<file path="src/rtl/pwm_gate_pkg.sv">
// Shared types and constants for the PWM dead-time gate stage.
// Holds the channel state encoding, the default dead-time width and the synchronizer depth.
package pwm_gate_pkg;

    localparam int DT_WIDTH_DEF = 8;
    localparam int SYNC_DEPTH   = 2;

    typedef enum logic [1:0] {
        ST_OFF = 2'd0,
        ST_DT  = 2'd1,
        ST_HS  = 2'd2,
        ST_LS  = 2'd3
    } ch_state_e;

endpackage

</file>
<file path="src/rtl/pwm_gate_channel.sv">
// Single half-bridge channel: OFF/DT/HS/LS state machine with a dead-time down-counter.
// Gate outputs are registered decodes of the next state.
module pwm_gate_channel
    import pwm_gate_pkg::*;
#(
    parameter int DT_WIDTH = DT_WIDTH_DEF
) (
    input  logic                clk,
    input  logic                rst_n,
    input  logic                drive_ok,
    input  logic                pwm,
    input  logic [DT_WIDTH-1:0] dead_time,
    output logic                gate_hi,
    output logic                gate_lo
);

    ch_state_e           state_q, state_d;
    logic                target_q, target_d;
    logic [DT_WIDTH-1:0] cnt_q, cnt_d;
    logic                gate_hi_q, gate_hi_d;
    logic                gate_lo_q, gate_lo_d;
    logic                cnt_done;

    assign cnt_done = (cnt_q == '0) || (cnt_q == DT_WIDTH'(1));

    always_ff @(posedge clk or negedge rst_n) begin
        if (!rst_n) begin
            state_q   <= ST_OFF;
            target_q  <= 1'b0;
            cnt_q     <= '0;
            gate_hi_q <= 1'b0;
            gate_lo_q <= 1'b0;
        end else begin
            state_q   <= state_d;
            target_q  <= target_d;
            cnt_q     <= cnt_d;
            gate_hi_q <= gate_hi_d;
            gate_lo_q <= gate_lo_d;
        end
    end

    always_comb begin
        state_d  = state_q;
        target_d = target_q;
        cnt_d    = cnt_q;
        if (!drive_ok) begin
            state_d = ST_OFF;
        end else begin
            unique case (state_q)
                ST_OFF: begin
                    target_d = pwm;
                    cnt_d    = dead_time;
                    state_d  = ST_DT;
                end
                ST_DT: begin
                    // A PWM change inside the dead band restarts the count.
                    if (pwm != target_q) begin
                        target_d = pwm;
                        cnt_d    = dead_time;
                    end else if (cnt_done) begin
                        state_d = target_q ? ST_HS : ST_LS;
                    end else begin
                        cnt_d = cnt_q - DT_WIDTH'(1);
                    end
                end
                ST_HS: begin
                    if (!pwm) begin
                        target_d = 1'b0;
                        cnt_d    = dead_time;
                        state_d  = ST_DT;
                    end
                end
                ST_LS: begin
                    if (pwm) begin
                        target_d = 1'b1;
                        cnt_d    = dead_time;
                        state_d  = ST_DT;
                    end
                end
                default: state_d = ST_OFF;
            endcase
        end
    end

    always_comb begin
        gate_hi_d = (state_d == ST_HS);
        gate_lo_d = (state_d == ST_LS);
    end

    assign gate_hi = gate_hi_q;
    assign gate_lo = gate_lo_q;

endmodule

</file>
<file path="src/rtl/pwm_deadtime_gate_stage.sv">
// Complementary gate drive with dead time, latched fault shutdown and fault IRQ.
// DEADTIME_PER_CHANNEL_EN gives each channel its own dead-time slice.
module pwm_deadtime_gate_stage
    import pwm_gate_pkg::*;
#(
    parameter int NUM_CH   = 4,
    parameter int DT_WIDTH = DT_WIDTH_DEF
) (
    input  logic                       wb_clk_i,
    input  logic                       wb_rst_ni,
    input  logic                       enable_i,
    input  logic [NUM_CH-1:0]          pwm_i,
`ifdef DEADTIME_PER_CHANNEL_EN
    input  logic [NUM_CH*DT_WIDTH-1:0] dead_time_i,
`else
    input  logic [DT_WIDTH-1:0]        dead_time_i,
`endif
    input  logic                       fault_ni,
    input  logic                       fault_clear_i,
    output logic [NUM_CH-1:0]          gate_hi_o,
    output logic [NUM_CH-1:0]          gate_lo_o,
    output logic                       fault_o,
    output logic                       irq_o
);

    logic [SYNC_DEPTH-1:0] sync_q, sync_d;
    logic                  fault_q, fault_d;
    logic                  irq_q, irq_d;
    logic                  fault_sync;
    logic                  drive_ok;

    assign fault_sync = ~sync_q[SYNC_DEPTH-1];
    assign drive_ok   = enable_i & ~fault_q & ~fault_sync;

    always_ff @(posedge wb_clk_i or negedge wb_rst_ni) begin
        if (!wb_rst_ni) begin
            sync_q  <= '1;
            fault_q <= 1'b0;
            irq_q   <= 1'b0;
        end else begin
            sync_q  <= sync_d;
            fault_q <= fault_d;
            irq_q   <= irq_d;
        end
    end

    always_comb begin
        sync_d = {sync_q[SYNC_DEPTH-2:0], fault_ni};
        // Set dominates; clear is ignored while the pin is still low.
        if (fault_sync) begin
            fault_d = 1'b1;
        end else if (fault_clear_i) begin
            fault_d = 1'b0;
        end else begin
            fault_d = fault_q;
        end
        irq_d = fault_d & ~fault_q;
    end

    for (genvar c = 0; c < NUM_CH; c++) begin : g_ch
        logic [DT_WIDTH-1:0] ch_dt;
`ifdef DEADTIME_PER_CHANNEL_EN
        assign ch_dt = dead_time_i[c*DT_WIDTH +: DT_WIDTH];
`else
        assign ch_dt = dead_time_i;
`endif
        pwm_gate_channel #(
            .DT_WIDTH (DT_WIDTH)
        ) u_ch (
            .clk       (wb_clk_i),
            .rst_n     (wb_rst_ni),
            .drive_ok  (drive_ok),
            .pwm       (pwm_i[c]),
            .dead_time (ch_dt),
            .gate_hi   (gate_hi_o[c]),
            .gate_lo   (gate_lo_o[c])
        );
    end

    assign fault_o = fault_q;
    assign irq_o   = irq_q;

endmodule

</file>
<file path="config.mk">
export PLATFORM = sky130hd
export DESIGN_NAME = pwm_deadtime_gate_stage
export DESIGN_NICKNAME = d
export VERILOG_FILES = /design/src/rtl/pwm_gate_pkg.sv /design/src/rtl/pwm_gate_channel.sv /design/src/rtl/pwm_deadtime_gate_stage.sv
export SDC_FILE = /design/constraint.sdc
export NUM_CORES = 1
export LEC_CHECK = 0
export ABC_CLOCK_PERIOD_IN_PS = 2600
export BUFFER_PORTS_ARGS = -buffer_cell sky130_fd_sc_hd__buf_2
export CAP_MARGIN = 5
export CELL_PAD_IN_SITES_DETAIL_PLACEMENT = 0
export CELL_PAD_IN_SITES_GLOBAL_PLACEMENT = 1
export CORE_ASPECT_RATIO = 1.1
export CORE_UTILIZATION = 48
export CTS_BUF_LIST = sky130_fd_sc_hd__clkbuf_4 sky130_fd_sc_hd__clkbuf_8
export CTS_CLUSTER_SIZE = 8
export DETAILED_ROUTE_END_ITERATION = 8
export HOLD_SLACK_MARGIN = 0.08
export PLACE_DENSITY_LB_ADDON = 0.1
export RECOVER_POWER = 25
export SKIP_LAST_GASP = 1
export SLEW_MARGIN = 25
export SYNTH_ARGS = -nofsm -noshare
export SYNTH_HDL_FRONTEND = slang
export SYNTH_HIERARCHICAL = 1
export SYNTH_SLANG_ARGS = --single-unit
</file>
<file path="constraint.sdc">
create_clock -name wb_clk_i -period 2.6 [get_ports wb_clk_i]
set_clock_uncertainty 0.05 [all_clocks]
set_input_delay 0.26 -clock wb_clk_i [delete_from_list [all_inputs] [get_ports wb_clk_i]]
set_output_delay 0.26 -clock wb_clk_i [all_outputs]
set_load 0.05 [all_outputs]
</file>
Yosys cells after proc, flatten, opt, wreduce, memory -nomap -nowiden:

Index checks and enable logic that the tools add are counted.

* equal/unequal tests: 44
* reductions and logical operators: 20
* add/subtract/negate cells: 4
* bitwise operators: 4
* multiplexer cells: 66

Operators with widths (number)
* two-way mux 8 bit: 16
* case mux 8 bit (4 select lines): 4
* two-way mux 2 bit: 20
* equality test 2 bit (second input constant): 16
* equality test 8 x 1 -> 1 bit (second input constant): 4
* logical NOT 8 bit: 4
* case mux 2 bit (4 select lines): 4
* AND reduction 4 bit: 8
* subtractor 8 x 1 -> 8 bit (second input constant): 4
* two-way mux 1 bit: 18
* != test 2 bit (second input constant): 8
* case mux 1 bit (4 select lines): 4
* != test 3 bit (second input constant): 4
* equality test 2 x 1 -> 1 bit (second input constant): 4
* logical NOT 2 bit: 4
* != test 2 x 1 -> 1 bit (second input constant): 4
* logical OR 1 bit: 4
* != test 1 bit: 4
* AND 1 bit: 3
* NOT 1 bit: 1

* bits of input ports: 17
* logic and storage cells: 161
* output and inout bits: 10
* flip-flop bits (word level): 56

Longest topological paths before layout:

* depth after elaboration: 7
* depth in mapped cells: 6
* mapped depth without buffers: 6

Modules after synthesis:

The synthesis kept the hierarchy.

Modules (own cells, without submodules)
* pwm_gate_channel: times used 4, area each 805.8 um^2, cells each 93, sequential area each 325.3 um^2
* pwm_deadtime_gate_stage: times used 1, area each 121.4 um^2, cells each 8, sequential area each 102.6 um^2

Worst setup path before layout:

Ideal clock, no wire load.

* path kind: register to register
* start: reg fault_q (netlist: fault_o)
* end: reg g_ch[3].u_ch.cnt_q[1]
* cell stages (with the launch flop): 6
* path slack: 0.456 ns
* required time: 2.413 ns
* arrival: 1.957 ns
* cells stage by stage: dfrtp_1 > inv_1 > and3_1 > o311ai_4 > a211oi_1 > a21oi_1

* longest elaborated chain between the ends: 4

RTL lines
* start, declared: RTL line pwm_deadtime_gate_stage.sv:27 `logic fault_q, fault_d;`
* start signal, assigned: RTL line pwm_deadtime_gate_stage.sv:42 `fault_q <= fault_d;`
* NOT 1 bit: RTL line pwm_deadtime_gate_stage.sv:33 `assign drive_ok = enable_i & ~fault_q & ~fault_sync;`
* AND 1 bit (2 in a row): RTL line pwm_deadtime_gate_stage.sv:33
* named net drive_ok: RTL line pwm_deadtime_gate_stage.sv:30 `logic drive_ok;`
* AND reduction 4 bit (no source line)
* end signal, assigned: RTL line pwm_gate_channel.sv:36 `cnt_q <= cnt_d;`
* end, declared: RTL line pwm_gate_channel.sv:19 `logic [DT_WIDTH-1:0] cnt_q, cnt_d;`

The timed path passes the listed nets, and every way through them passes these cells.
A chain may end at the register's enable or synchronous reset.

Worst setup path after layout:

* start: reg g_ch[2].u_ch.target_q
* end: reg g_ch[2].u_ch.cnt_q[7]

* longest elaborated chain between the ends: 3

RTL lines
* start, declared: RTL line pwm_gate_channel.sv:18 `logic target_q, target_d;`
* start signal, assigned: RTL line pwm_gate_channel.sv:35 `target_q <= target_d;`
* != test 1 bit (*): RTL line pwm_gate_channel.sv:57 `if (pwm != target_q) begin`
* != test 3 bit (no source line) / two-way mux 8 bit (equally long branches)
* AND reduction 4 bit (no source line) / case mux 8 bit (4 select lines) (equally long branches)
* end signal, assigned: RTL line pwm_gate_channel.sv:36
* end, declared: RTL line pwm_gate_channel.sv:19

Mark *: on every way between the ends. The rest lies on a longest branch, timed or not.

==> impl_metrics.yaml <==
layout:
  post-route-cell-area_um2: 3670
  stdcell_count: 491
  syn_to_final_growth_pct: 9.76
  drive_above_1_share: 0.134
  diodes: 0
  fillers: 627
  nNetsFinal: 437
power:
  p_total_mw: 2.13
  power.density_nw_per_um2: 580
  p_leak_nw: 1.54
  peakVddDrop_mv: 0.294
global_routing:
  antenna_found_initial: 0
  grt_pass1_wl_um: 12100
  grt.overflow.total: 0
  grt_max_degree: 30
  grt_use_total: 0.218
  grt_pass1_vias: 2516
detailed_routing:
  wl_um: 7310
  first_pass_iters: 4
  post_drt_wl_per_cell_um: 14.9
  drt_iter0_markers: 162
  antenna_left: 0
  viasPerCell: 5.68
  drcViolationCount: 0
  dr_total_vias: 2787
worst_hold_path:
  hold_path.class: "primary input to flip-flop"
  hold_end: "g_ch[3].u_ch/gate_hi$_DFF_PN0_"
  hold_start: "pwm_i[3]"
  holdPathStages: 3
timing:
  rsz0062_at_grt: "false"
  maxSlewViolCount: 0
  layout_min_cycle_time_ps: 1950
  fin_crit_sh: 0.748
  finalHoldViolations: 0
  fin_tns_setup_ps: 0
  finalSetupViolCount: 0
  slew-limit-headroom: 0.555
  worst_pin_slew_ps: 668
  fmax_mhz: 514
  whs_ps: 254
placed_design:
  hpwl_um: 5240
  dpl_cell_area_um2: 3550
  gp_congestion: 0.811
  io_buffers: 26
  dp_cells: 480
yosys:
  synth_nets: 409
  mappedNetlistArea_um2: 3340
  yosysTopAreaCellShare: 0.404
  ys_ff_latch: 56
  yosys-top-cells-area: "dfrtp_1, a21oi_1, o21ai_0"
  synth_cell_types: 35
  yosysWarnings: 6
  synthArstFlopShare: 1.00
  ys_seq_area_frac: 0.420
  synth_edf_count: 0
  synth_top_area_cell: "dfrtp_1"
  synthFlopType: "dfrtp_1"
  synth_most_common_cell: "dfrtp_1"
  syn_area_per_cell_um2: 8.80
  syn_inst: 380
  synth_commonest_cells: "dfrtp_1, a21oi_1, nor2_1"
worst_setup_path:
  cp_slowest_cell: "o311ai_4"
  path_delay_family: "compound AO/OA/AOI/OAI gates"
  r2r_slack_ps: 650
  crit_fanout: 16
  rr_startpoint: "g_ch[2].u_ch/target_q$_DFFE_PN0P_"
  path_class: "flip-flop to flip-flop"
  cp-end-kind: "flip-flop"
  max_stage_delay_ps: 540
  worstPathRequired_ps: 2750
  startpoint_type: "flip-flop"
  arrival_ps: 2090
  path_cells: "xnor2_1, nand3_2, o311ai_4, nor2_1, a2bb2oi_1"
  r2r_cells: 5
  crit_buf_inv: 0
  reg2reg_to: "g_ch[2].u_ch/cnt_q[7]$_DFFE_PN0P_"
floorplan:
  dieHeight_um: 89.5
  ios: 27
  die_w_um: 81.6
  coreArea_um2: 6670
  start_util: 0.501
  die_area_um2: 7310
  rows: 31
clock_tree:
  clock_latency_ps: 300
  clk_pin_slew_ps: 100
  cts.sinks: 56
  cts_buffers: 5
  max-clock-path-buffers: 2
  cts_setup_buffers: 0
  ctsResizeCount: 0
  cts_tree: "built"
  htree_levels: 2
  cts_root_buf: "clkbuf_8"
flow_run:
  maxCapViolations: 0
status:
  status: "complete, no violations"
==> placed cells by master, fill, tap and decap left out, types with 4 or more instances in the layout <==
master,count
dfrtp_1,54
a21oi_1,44
nor2_1,42
o21ai_0,42
nand2_1,35
buf_2,26
nor3_1,20
inv_1,17
ha_1,12
and3_1,9
o21ai_1,9
a22oi_1,8
a2bb2oi_1,8
o22ai_1,8
nand3_1,6
clkbuf_8,5
or2_2,4
nor2b_1,4
xor2_1,4
o311ai_4,4
o2bb2ai_1,4
or3_1,4
nor3b_1,4
o211ai_1,4
buf_4,4
==> flip-flops by register name, summed over array words and instances (netlist names) <==
signal,count
g_ch.u_ch/gate_lo,4
g_ch.u_ch/target_q,4
g_ch.u_ch/cnt_q,32
g_ch.u_ch/state_q,8
sync_q,2
irq_o,1
g_ch.u_ch/gate_hi,4
fault_o,1
==> worst max-delay path by stage <==
| stage | startpoint | endpoint | slack (ps) | cells past startpoint |
|---|---|---|---|---|
| global placement | g_ch[1].u_ch/target_q$_DFFE_PN0P_ | g_ch[1].u_ch/cnt_q[7]$_DFFE_PN0P_ | 710 | 5 |
| detailed placement | g_ch[2].u_ch/target_q$_DFFE_PN0P_ | g_ch[2].u_ch/cnt_q[7]$_DFFE_PN0P_ | 680 | 5 |
| global route | g_ch[0].u_ch/target_q$_DFFE_PN0P_ | g_ch[0].u_ch/state_q[0]$_DFF_PN0_ | 480 | 5 |
| floorplan | fault_o$_DFF_PN0_ | g_ch[3].u_ch/cnt_q[1]$_DFFE_PN0P_ | 460 | 5 |
| CTS | g_ch[2].u_ch/target_q$_DFFE_PN0P_ | g_ch[2].u_ch/cnt_q[7]$_DFFE_PN0P_ | 670 | 5 |
| finish | g_ch[2].u_ch/target_q$_DFFE_PN0P_ | g_ch[2].u_ch/cnt_q[7]$_DFFE_PN0P_ | 650 | 5 |
==> report_power, final <==
group / internal [mW] / switching (mW)
sequential: 1.00 / 0.143
clock: 0.211 / 0.271
combinational: 0.201 / 0.305
total: 1.41 / 0.718
==> worst register-to-register path, cell delays in order (launching register included) <==
cell	delay, ps
dfrtp_1	440
xnor2_1	250
nand3_2	320
o311ai_4	540
nor2_1	100
a2bb2oi_1	140
==> through the flow <==
stage / utilization / setup WS, ps
2_1_floorplan: - / 456
3_3_place_gp: 0.532 / 714
3_5_place_dp: 0.532 / 684
4_1_cts: 0.550 / 672
5_1_grt: 0.550 / 483
6_report: 0.550 / 654
==> routing by layer <==
layer	track usage	vias to the layer above	share of wire
li1	-	1421	-
met1	0.308	1311	0.50
met2	0.348	47	0.45
met3	0.0367	8	0.037
met4	0.0510	0	0.0094
met5	0	-	0
==> kinds of logic after synthesis <==
kind of cell,count (synthesis),share of synthesized area
buffers and inverters,29,0.0355
AND/OR/NAND/NOR,136,0.196
AO/OA/AOI/OAI,136,0.271
multiplexers,3,0.00898
XOR/XNOR,8,0.0232
flip-flops,56,0.420
adder cells (fa/ha/maj),12,0.0449
==> area by class of cell <==
cell class / instances / area (um2) / area share
Clock buffer: 7 / 83.8 / 0.0228
Clock inverter: 1 / 5.00 / 0.00136
Inverter: 17 / 63.8 / 0.0174
Multi-Input combinational cell: 295 / 1820 / 0.496
Sequential cell: 56 / 1400 / 0.382
Tap cell: 82 / 103 / 0.0279
Timing Repair Buffer: 33 / 190 / 0.0518
==> repair_timing <==
item,in CTS,in global routing
endpoints found under the hold margin,27,0
hold buffers,3,0
endpoints found under the setup margin,0,0
Note: power is estimated with default switching activity, not from simulation.
